$ cat config.mk
export PLATFORM = sky130hd
export DESIGN_NAME = dmem_ctrl
export DESIGN_NICKNAME = d
export VERILOG_FILES = /design/src/rtl/dmem_pkg.sv /design/src/rtl/dmem_load_align.sv /design/src/rtl/dmem_ctrl.sv
export SDC_FILE = /design/constraint.sdc
export NUM_CORES = 1
export LEC_CHECK = 0
export BUFFER_PORTS_ARGS = -buffer_cell sky130_fd_sc_hd__buf_2
export CAP_MARGIN = 15
export CORE_ASPECT_RATIO = 0.5
export CORE_MARGIN = 4
export CORE_UTILIZATION = 55
export DETAILED_ROUTE_END_ITERATION = 12
export HOLD_SLACK_MARGIN = 0.05
export PLACE_DENSITY = 0.84
export SLEW_MARGIN = 30
export SYNTH_ARGS = -nofsm -noshare
export SYNTH_HDL_FRONTEND = slang
export SYNTH_SLANG_ARGS = --single-unit
$ cat constraint.sdc
create_clock -name clk -period 11.3 [get_ports clk]
set_input_delay 1.13 -clock clk [delete_from_list [all_inputs] [get_ports clk]]
set_output_delay 1.13 -clock clk [all_outputs]
set_load 0.01 [all_outputs]
$ cat src/rtl/dmem_pkg.sv
// Shared encodings and helpers for the byte-lane data memory controller.
// Lanes are big-endian: byte offset 0 lives in lane 3 (bits 31:24).
package dmem_pkg;

   localparam int TIMEOUT_DEF = 8;
   localparam int NUM_LANES   = 4;
   localparam int LANE_MSB    = 3;
   localparam int LANE_LSB    = 0;

   localparam logic [1:0] SZ_BYTE = 2'b00;
   localparam logic [1:0] SZ_HALF = 2'b01;
   localparam logic [1:0] SZ_WORD = 2'b10;
   localparam logic [1:0] SZ_ILL  = 2'b11;

   typedef enum logic [1:0] {
      ST_IDLE,
      ST_ISSUE,
      ST_WAIT,
      ST_RESP
   } state_e;

   function automatic logic [3:0] lane_mask(input logic [1:0] size, input logic [1:0] off);
      logic [3:0] m;
      case (size)
         SZ_BYTE: m = 4'b1000 >> off;
         SZ_HALF: m = off[1] ? 4'b0011 : 4'b1100;
         SZ_WORD: m = 4'b1111;
         default: m = 4'b0000;
      endcase
      return m;
   endfunction

   function automatic logic acc_err(input logic [1:0] size, input logic [31:0] addr);
      return (size == SZ_ILL)
          || (size == SZ_HALF && addr[0])
          || (size == SZ_WORD && addr[1:0] != 2'b00)
          || (addr[31:11] != 21'd0);
   endfunction

   // Narrow stores are replicated so every lane sees its byte in place.
   function automatic logic [31:0] store_data(input logic [1:0] size, input logic [31:0] wdata);
      logic [31:0] d;
      case (size)
         SZ_BYTE: d = {4{wdata[7:0]}};
         SZ_HALF: d = {2{wdata[15:0]}};
         default: d = wdata;
      endcase
      return d;
   endfunction

endpackage

$ cat src/rtl/dmem_load_align.sv
// Picks the addressed byte/half out of the four big-endian lanes and
// sign- or zero-extends it to 32 bits.
module dmem_load_align
   import dmem_pkg::*;
(
   input  logic [1:0]  size,
   input  logic [1:0]  offset,
   input  logic        uns,
   input  logic [31:0] lanes,
   output logic [31:0] result
);

   logic [7:0]  b;
   logic [15:0] h;

   always_comb begin
      b = 8'd0;
      unique case (offset)
         2'd0: b = lanes[31:24];
         2'd1: b = lanes[23:16];
         2'd2: b = lanes[15:8];
         2'd3: b = lanes[7:0];
      endcase
      h = offset[1] ? lanes[15:0] : lanes[31:16];
      case (size)
         SZ_BYTE: result = {{24{~uns & b[7]}}, b};
         SZ_HALF: result = {{16{~uns & h[15]}}, h};
         SZ_WORD: result = lanes;
         default: result = 32'd0;
      endcase
   end

endmodule

$ cat src/rtl/dmem_ctrl.sv
// MEM-stage data memory controller: one access at a time over four
// byte-wide lanes, with per-lane valid collection and a WAIT timeout.
module dmem_ctrl
   import dmem_pkg::*;
#(
   parameter int TIMEOUT = TIMEOUT_DEF
) (
   input  logic        clk,
   input  logic        rst,
   input  logic        req_valid,
   output logic        req_ready,
   input  logic        req_we,
   input  logic [1:0]  req_size,
   input  logic        req_unsigned,
   input  logic [31:0] req_addr,
   input  logic [31:0] req_wdata,
   output logic        resp_valid,
   output logic [31:0] resp_rdata,
   output logic        resp_err,
   output logic [3:0]  lane_rd_en,
   output logic [3:0]  lane_wr_en,
   output logic [8:0]  lane_addr,
   output logic [31:0] lane_wdata,
   input  logic [31:0] lane_rdata,
   input  logic [3:0]  lane_valid
);

   localparam int CW = $clog2(TIMEOUT + 1);

   state_e      state_q, state_d;
   logic        we_q, we_d;
   logic [1:0]  size_q, size_d;
   logic        uns_q, uns_d;
   logic [10:0] addr_q, addr_d;
   logic [31:0] wdata_q, wdata_d;
   logic [3:0]  mask_q, mask_d;
   logic        err_q, err_d;
   logic [3:0]  sticky_q, sticky_d;
   logic [31:0] ldata_q, ldata_d;
   logic [CW-1:0] cnt_q, cnt_d;
   logic        resp_valid_q, resp_valid_d;
   logic [31:0] resp_rdata_q, resp_rdata_d;
   logic        resp_err_q, resp_err_d;

   logic [31:0] merged;
   logic [31:0] aligned;
   logic        issue_ok;

   // Lanes whose valid arrives this cycle contribute live data.
   always_comb begin
      for (int i = 0; i < NUM_LANES; i++)
         merged[8*i +: 8] = lane_valid[i] ? lane_rdata[8*i +: 8] : ldata_q[8*i +: 8];
   end

   dmem_load_align u_align (
      .size   (size_q),
      .offset (addr_q[1:0]),
      .uns    (uns_q),
      .lanes  (merged),
      .result (aligned)
   );

   always_comb begin
      state_d      = state_q;
      we_d         = we_q;
      size_d       = size_q;
      uns_d        = uns_q;
      addr_d       = addr_q;
      wdata_d      = wdata_q;
      mask_d       = mask_q;
      err_d        = err_q;
      sticky_d     = sticky_q;
      ldata_d      = ldata_q;
      cnt_d        = cnt_q;
      resp_valid_d = 1'b0;
      resp_rdata_d = 32'd0;
      resp_err_d   = 1'b0;
      case (state_q)
         ST_IDLE: if (req_valid) begin
            state_d = ST_ISSUE;
            we_d    = req_we;
            size_d  = req_size;
            uns_d   = req_unsigned;
            addr_d  = req_addr[10:0];
            wdata_d = store_data(req_size, req_wdata);
            mask_d  = lane_mask(req_size, req_addr[1:0]);
            err_d   = acc_err(req_size, req_addr);
         end
         ST_ISSUE: begin
            sticky_d = 4'd0;
            ldata_d  = 32'd0;
            cnt_d    = '0;
            if (err_q) begin
               state_d      = ST_RESP;
               resp_valid_d = 1'b1;
               resp_err_d   = 1'b1;
            end else begin
               state_d = ST_WAIT;
            end
         end
         ST_WAIT: begin
            sticky_d = sticky_q | (lane_valid & mask_q);
            ldata_d  = merged;
            cnt_d    = cnt_q + 1'b1;
            if ((sticky_d & mask_q) == mask_q) begin
               state_d      = ST_RESP;
               resp_valid_d = 1'b1;
               resp_rdata_d = we_q ? 32'd0 : aligned;
            end else if (cnt_d == CW'(TIMEOUT)) begin
               state_d      = ST_RESP;
               resp_valid_d = 1'b1;
               resp_err_d   = 1'b1;
            end
         end
         default: state_d = ST_IDLE;
      endcase
   end

   always_ff @(posedge clk or posedge rst) begin
      if (rst) begin
         state_q      <= ST_IDLE;
         we_q         <= 1'b0;
         size_q       <= SZ_BYTE;
         uns_q        <= 1'b0;
         addr_q       <= '0;
         wdata_q      <= '0;
         mask_q       <= '0;
         err_q        <= 1'b0;
         sticky_q     <= '0;
         ldata_q      <= '0;
         cnt_q        <= '0;
         resp_valid_q <= 1'b0;
         resp_rdata_q <= '0;
         resp_err_q   <= 1'b0;
      end else begin
         state_q      <= state_d;
         we_q         <= we_d;
         size_q       <= size_d;
         uns_q        <= uns_d;
         addr_q       <= addr_d;
         wdata_q      <= wdata_d;
         mask_q       <= mask_d;
         err_q        <= err_d;
         sticky_q     <= sticky_d;
         ldata_q      <= ldata_d;
         cnt_q        <= cnt_d;
         resp_valid_q <= resp_valid_d;
         resp_rdata_q <= resp_rdata_d;
         resp_err_q   <= resp_err_d;
      end
   end

   // Lane strobes exist only for the single ISSUE cycle of a legal access.
   assign issue_ok   = (state_q == ST_ISSUE) && !err_q;
   assign lane_rd_en = (issue_ok && !we_q) ? mask_q : 4'd0;
   assign lane_wr_en = (issue_ok &&  we_q) ? mask_q : 4'd0;
   assign lane_addr  = issue_ok ? addr_q[10:2] : 9'd0;
   assign lane_wdata = (issue_ok && we_q) ? wdata_q : 32'd0;

   assign req_ready  = (state_q == ST_IDLE);
   assign resp_valid = resp_valid_q;
   assign resp_rdata = resp_rdata_q;
   assign resp_err   = resp_err_q;

endmodule
==> Word level (Yosys, flattened, before mapping) <==
Cells that the tools add are included.
{ "word_totals": {"regBits": 128, "input_bits": 107} }
{ "classes": {"n_reduce_logical": 19, "n_eq_ne": 14, "muxes": 31, "n_shift": 1, "n_bitwise": 6, "n_addsub": 1} }
{ "ops": {"columns": ["operator", "n"], "rows": [
  ["32-bit 2-to-1 mux", 4],
  ["32-bit case mux with 2 select lines", 2],
  ["32-bit case mux with 3 select lines", 1],
  ["8-bit 2-to-1 mux", 4],
  ["8-bit case mux with 4 select lines", 1],
  ["21-bit nonzero test", 1],
  ["16-bit 2-to-1 mux", 1],
  ["4-bit case mux with 2 select lines", 2],
  ["2-bit equality test, second input constant", 6],
  ["4-bit 2-to-1 mux", 3],
  ["4-bit case mux with 3 select lines", 1],
  ["9-bit 2-to-1 mux", 1],
  ["4-bit bitwise AND", 2],
  ["2-bit by 1-bit equality test with 1-bit output, second input constant", 4],
  ["2-bit logical NOT", 4],
  ["2-bit 2-to-1 mux", 3],
  ["2-bit case mux with 3 select lines", 1],
  ["1-bit logical AND", 5],
  ["1-bit 2-to-1 mux", 5],
  ["4-bit by 1-bit adder with 4-bit output, second input constant", 1],
  ["4-bit equality test", 1],
  ["4-bit equality test, second input constant", 1],
  ["4-bit OR", 1],
  ["1-bit case mux with 2 select lines", 2],
  ["9 further kinds", 15]
]} }

==> Depth between registers and ports, before layout <==
{ "depth": {"depth_word": 7, "ltp_mapped": 9, "mapped_depth_nobuf": 6} }

==> By module <==
A second synthesis with hierarchy kept.
{ "unflattened": {"hier_cells": 748, "area_unflattened_um2": 6819.0} }
{ "modules_own_cells": {"columns": ["mod", "cells_each", "n_inst", "area_each_um2", "seq_area_each_um2"], "rows": [
  ["dmem_ctrl", 615, 1, 5982.0, 3203.1],
  ["dmem_load_align", 133, 1, 837.1, 0.0]
]} }

==> Worst setup path after synthesis <==
Ideal clock, no wire load.
{ "synth_timing": {"kind": "input to register", "startpoint": "in lane_valid[1]", "endpoint": "reg resp_rdata_q[23], in the netlist resp_rdata[23]", "setup_slack_ns": 8.302, "stages": 9, "arrival_ns": 2.920, "path_cell_list": "buf_6 -> mux2i_1 -> mux4_2 -> or4_1 -> buf_2 -> and2_4 -> buf_6 -> buf_12 -> a21oi_2"} }
{ "synth_via": {"elab_chain_cells": 7, "elab_cells_between_ends": 13} }
{ "synth_rtl": {"columns": ["element", "line", "source"], "rows": [
  ["from (decl)", "dmem_ctrl.sv:25", "input logic [3:0] lane_valid"],
  ["8-bit 2-to-1 mux", "dmem_ctrl.sv:52", "merged[8*i +: 8] = lane_valid[i] ? lane_rdata[8*i +: 8] : ldata_q[8*i +: 8];"],
  ["8-bit case mux with 4 select lines / 16-bit 2-to-1 mux (equally long branches)", "dmem_load_align.sv:18, dmem_load_align.sv:24", null],
  ["1-bit bitwise AND (on tied branches)", "dmem_load_align.sv:26, dmem_load_align.sv:27", null],
  ["32-bit case mux with 3 select lines", "dmem_load_align.sv:25", "case (size)"],
  ["32-bit 2-to-1 mux", "dmem_ctrl.sv:108", "resp_rdata_d = we_q ? 32'd0 : aligned;"],
  ["32-bit 2-to-1 mux (*)", "dmem_ctrl.sv:105", "if ((sticky_d & mask_q) == mask_q) begin"],
  ["32-bit 2-to-1 mux (*)", "dmem_ctrl.sv:78", "case (state_q)"],
  ["via resp_rdata_d[23]", "dmem_ctrl.sv:42", "logic [31:0] resp_rdata_q, resp_rdata_d;"],
  ["to (signal assigned)", "dmem_ctrl.sv:148", "resp_rdata_q <= resp_rdata_d;"],
  ["to (decl)", "dmem_ctrl.sv:42", null]
]} }
The timed path passes the listed nets; every way through them passes the cells marked *.
A chain may end at the register's enable or synchronous reset.

==> Worst setup path after layout <==
{ "layout_timing": {"startpoint": "reg state_q[1]", "endpoint": "out lane_rd_en[0]"} }
{ "layout_via": {"elab_chain_cells": 4} }
{ "layout_rtl": {"columns": ["element", "line", "source"], "rows": [
  ["from (decl)", "dmem_ctrl.sv:30", "state_e state_q, state_d;"],
  ["from (signal assigned)", "dmem_ctrl.sv:136", "state_q <= state_d;"],
  ["2-bit by 1-bit equality test with 1-bit output", "dmem_ctrl.sv:154", "assign issue_ok = (state_q == ST_ISSUE) && !err_q;"],
  ["1-bit logical AND", "dmem_ctrl.sv:154", null],
  ["1-bit logical AND", "dmem_ctrl.sv:155", "assign lane_rd_en = (issue_ok && !we_q) ? mask_q : 4'd0;"],
  ["4-bit 2-to-1 mux", "dmem_ctrl.sv:155", null],
  ["to (decl)", "dmem_ctrl.sv:20", "output logic [3:0] lane_rd_en,"]
]} }
No other way between the ends.

==> results.txt <==
* Outcome: complete, no violations
* Type of the worst setup path: register to output pin
- Part of the power in the clock network: 0.284
* Share of total power in sequential cells: 0.383
- Across the routed clock network, the largest skew measured is between 0.01 and 0.015 ns.
- Worst-margin pin slew: 0.872 ns
* Worst Hold Class: register to register
- The count of buffers added on input and output ports is 190.
- Fraction of power spent switching nets: 0.373
- Setup repair after global routing left no endpoint under its margin.
* Number of sinks driven by the clock tree: roughly 130
- Along the worst hold path, the cell count comes to 2.
- Yosys printed 0 warnings.
* Netlist cell types: 48
- The worst setup path is launched from a register.
* Peak ir drop on the vdd network: 145 uV
* Layout filler cell count: 846
* Number of nets at the end of the flow: 930
- After the first detailed-routing iteration, the DRC count stood at 413.
- Tot GR Track Use: 0.256
- Initial antenna violation count: 0
- Ports: 191
- STA classifies the critical path endpoint as an output pin.
- Die outline width: 160 um
* Via count: 5,478
- Max Root-Sink Buffers: 2
* Post-route DRC: 0
- The floorplan has 27 rows.
* RD Place Congestion: between 0.8 and 0.9
- Counting flops with an async set or reset pin after synthesis yields a share of 1.00.
- Number of global-route vias before repair: approximately 5.5k
- Root Driver: sky130_fd_sc_hd__clkbuf_16
- Worst Path Required: 10.17 ns
- After clock tree synthesis, the repair step resized 0 gates.
- Dividing the detail-routed wire length by the instance count gives approximately 17 um.
- Using the TritonRoute via totals, the vias-per-cell ratio works out to roughly 5.6.
- The clock period could shrink to ~3.2 ns.
- Gate Count Post-Synth: around 650
- Skew-Pair Late Insertion Delay: ~0.4 ns
- Slew headroom: 0.417
- The H-tree was split into 4 levels.
- Detailed-route wire length: 17,000 um
- Yosys mapped a number of flops with a built-in enable equal to 0.
- Static power due to leakage: 4.04 nW
- Max-slew violation total from the final report: 0
- Internal power consumption: approximately 1.2 mW
* Clock transition at path regs: 0.06 ns
* Full die area: 13,400 sq um
- First-pass GRT wire length: 27,500 um
- Clock tree from TritonCTS: yes
- Counting flops and latches in the post-synthesis netlist gives 128.
- Setup Buffers After CTS: 0
* Area delta synth->final: 24.5%
- Highest fanout seen on the critical path: 46
* Most frequent standard cell in the layout excluding fill and tap cells: sky130_fd_sc_hd__buf_2
- Measured along the y axis, the die boundary spans 84.0 um.
* Max-cap violations: 0
* Summed instance area of the synthesized netlist: 6360 sq um
* Total nets after synthesis: 766
- For this run, the register share of the synthesized area comes to 0.504.
* Number of failing setup endpoints in the final timing report: 0
- CTS hold repair buffers: 0
- Once detailed placement completed, the half-perimeter wirelength came to approximately 12,000 um.
- Worst Hold Slack: 0.469 ns
* Power density over the cells: 249 nW/um^2
- In the finished design, the share of the clock period the worst path needs comes to 0.287.
* Post-DRT Antenna Nets: 0
- Number of failing hold endpoints at the final stage: 0
- Effective utilization at floorplan: 0.570
- Clock tree synthesis inserted a total of 17 buffers.
- Part of the total power dissipated in combinational logic: 0.333
- Detailed-routing iteration count for the pre-antenna-repair pass: 5
- Adding up every negative setup slack in the final design gives 0 ns.
- The most used flip-flop cell after synthesis is sky130_fd_sc_hd__dfrtp_1.
- Worst Path Arrival: 2.12 ns
* Leading cell types in the layout, fill and taps excluded: sky130_fd_sc_hd__buf_2 (190), sky130_fd_sc_hd__dfrtp_1 (127), sky130_fd_sc_hd__nand2_1 (96)
- Timing would allow up to 308 MHz.
- Psw: 0.734 mW
- Measured in cells, the most critical reg-to-reg path has a length of 5.
- Entering global routing, the biggest net connects 80 pins.
- In the final layout, the share of cells above drive strength 1 is 0.332.
* Avg Synthesized Cell Area: between 9 and 10 sq um
- The core region is 11,100 sq um.
* Leftover overflow at the end of global routing: 0
## layout make-up
class                           instances  area, sq um  area share
Clock buffer                           19          443      0.0559
Timing Repair Buffer                  194          981       0.124
Sequential cell                       128         3200       0.405
Inverter                               33          126      0.0160
Clock inverter                         13          161      0.0204
Antenna cell                            1         2.50    0.000316
Tap cell                              145          181      0.0229
Multi-Input combinational cell        444         2820       0.356
## sequential cells by signal, indices dropped and copies added (netlist names)
name / flops
state_q: 2
resp_valid: 1
cnt_q: 4
mask_q: 4
ldata_q: 32
addr_q: 11
err_q: 1
size_q: 2
uns_q: 1
resp_err: 1
resp_rdata: 32
wdata_q: 32
sticky_q: 4
we_q: 1
## through the flow
step	cells	instance area (sq um)	power (mW)	utilization	setup slack [ns]
floorplan	654	6360	1.21	-	6.76
global placement	944	7310	1.37	0.655	8.10
detailed placement	944	7310	1.40	0.656	8.03
CTS	976	7920	1.97	0.710	8.04
global route	976	7920	2.10	0.710	7.84
finish	977	7920	1.97	0.710	8.05
## critical path, cell delays in order, from the launching register on
cell and delay, ns:
sky130_fd_sc_hd__dfrtp_1 0.40, sky130_fd_sc_hd__inv_1 0.10, sky130_fd_sc_hd__ha_1 0.18, sky130_fd_sc_hd__nor2b_2 0.14, sky130_fd_sc_hd__buf_4 0.36, sky130_fd_sc_hd__nor2b_1 0.25
sky130_fd_sc_hd__and2_1 0.16, sky130_fd_sc_hd__buf_2 0.13
## path summary, 6_finish.rpt
path	from	slack (ns)	end
worst min-delay path	wdata_q[21]	0.47	wdata_q[21]
worst max-delay path	state_q[1]	8.05	lane_rd_en[0]
max in group asynchronous	rst	9.07	resp_rdata[8]
worst min register to register	wdata_q[21]	0.47	wdata_q[21]
min in group asynchronous	rst	0.86	addr_q[10]
worst max register to register	state_q[0]	8.88	cnt_q[2]
## cell usage after synthesis, types with 10 or more instances
cell type                  instances  area share
sky130_fd_sc_hd__dfrtp_1         128        0.50
sky130_fd_sc_hd__nand2_1          97       0.057
sky130_fd_sc_hd__o21ai_0          62       0.049
sky130_fd_sc_hd__mux2i_1          38       0.060
sky130_fd_sc_hd__clkbuf_1         37       0.022
sky130_fd_sc_hd__a21oi_1          36       0.028
sky130_fd_sc_hd__and3_1           36       0.035
sky130_fd_sc_hd__inv_1            33       0.019
sky130_fd_sc_hd__mux2_2           31       0.055
sky130_fd_sc_hd__nor2_1           22       0.013
sky130_fd_sc_hd__and2_1           13       0.013
sky130_fd_sc_hd__nor2b_1          13       0.013
sky130_fd_sc_hd__o22ai_1          12       0.012
sky130_fd_sc_hd__a31oi_1          10      0.0098
## power by group through the flow
| stage | sequential (mW) | clock, mW | combinational, mW |
|---|---|---|---|
| after global placement | 0.747 | 0 | 0.621 |
| final | 0.755 | 0.560 | 0.655 |
| after global routing | 0.778 | 0.593 | 0.728 |
| after CTS | 0.752 | 0.568 | 0.653 |
| after floorplan | 0.702 | 0 | 0.513 |
| after detailed placement | 0.759 | 0 | 0.646 |
## logic make-up (layout without fill, tap and decap cells)
logic type	after synthesis	count (layout)	share of synthesized area
AOI/OAI and AO/OA	158	158	0.152
xor gates and xnor gates	2	2	0.00276
adders and majority gates	5	5	0.00984
buffers and inverters	82	259	0.0545
DFF	128	128	0.504
muxes	70	70	0.118
other	0	1	0
and+or+nand+nor	209	209	0.159
## layer usage
| layer | global-route usage | share of wire |
|---|---|---|
| met5 | 0 | 0 |
| met4 | 0.0874 | 0.017 |
| met3 | 0.0627 | 0.079 |
| met2 | 0.423 | 0.47 |
| met1 | 0.333 | 0.43 |
Note: power is estimated with default switching activity, not from simulation.
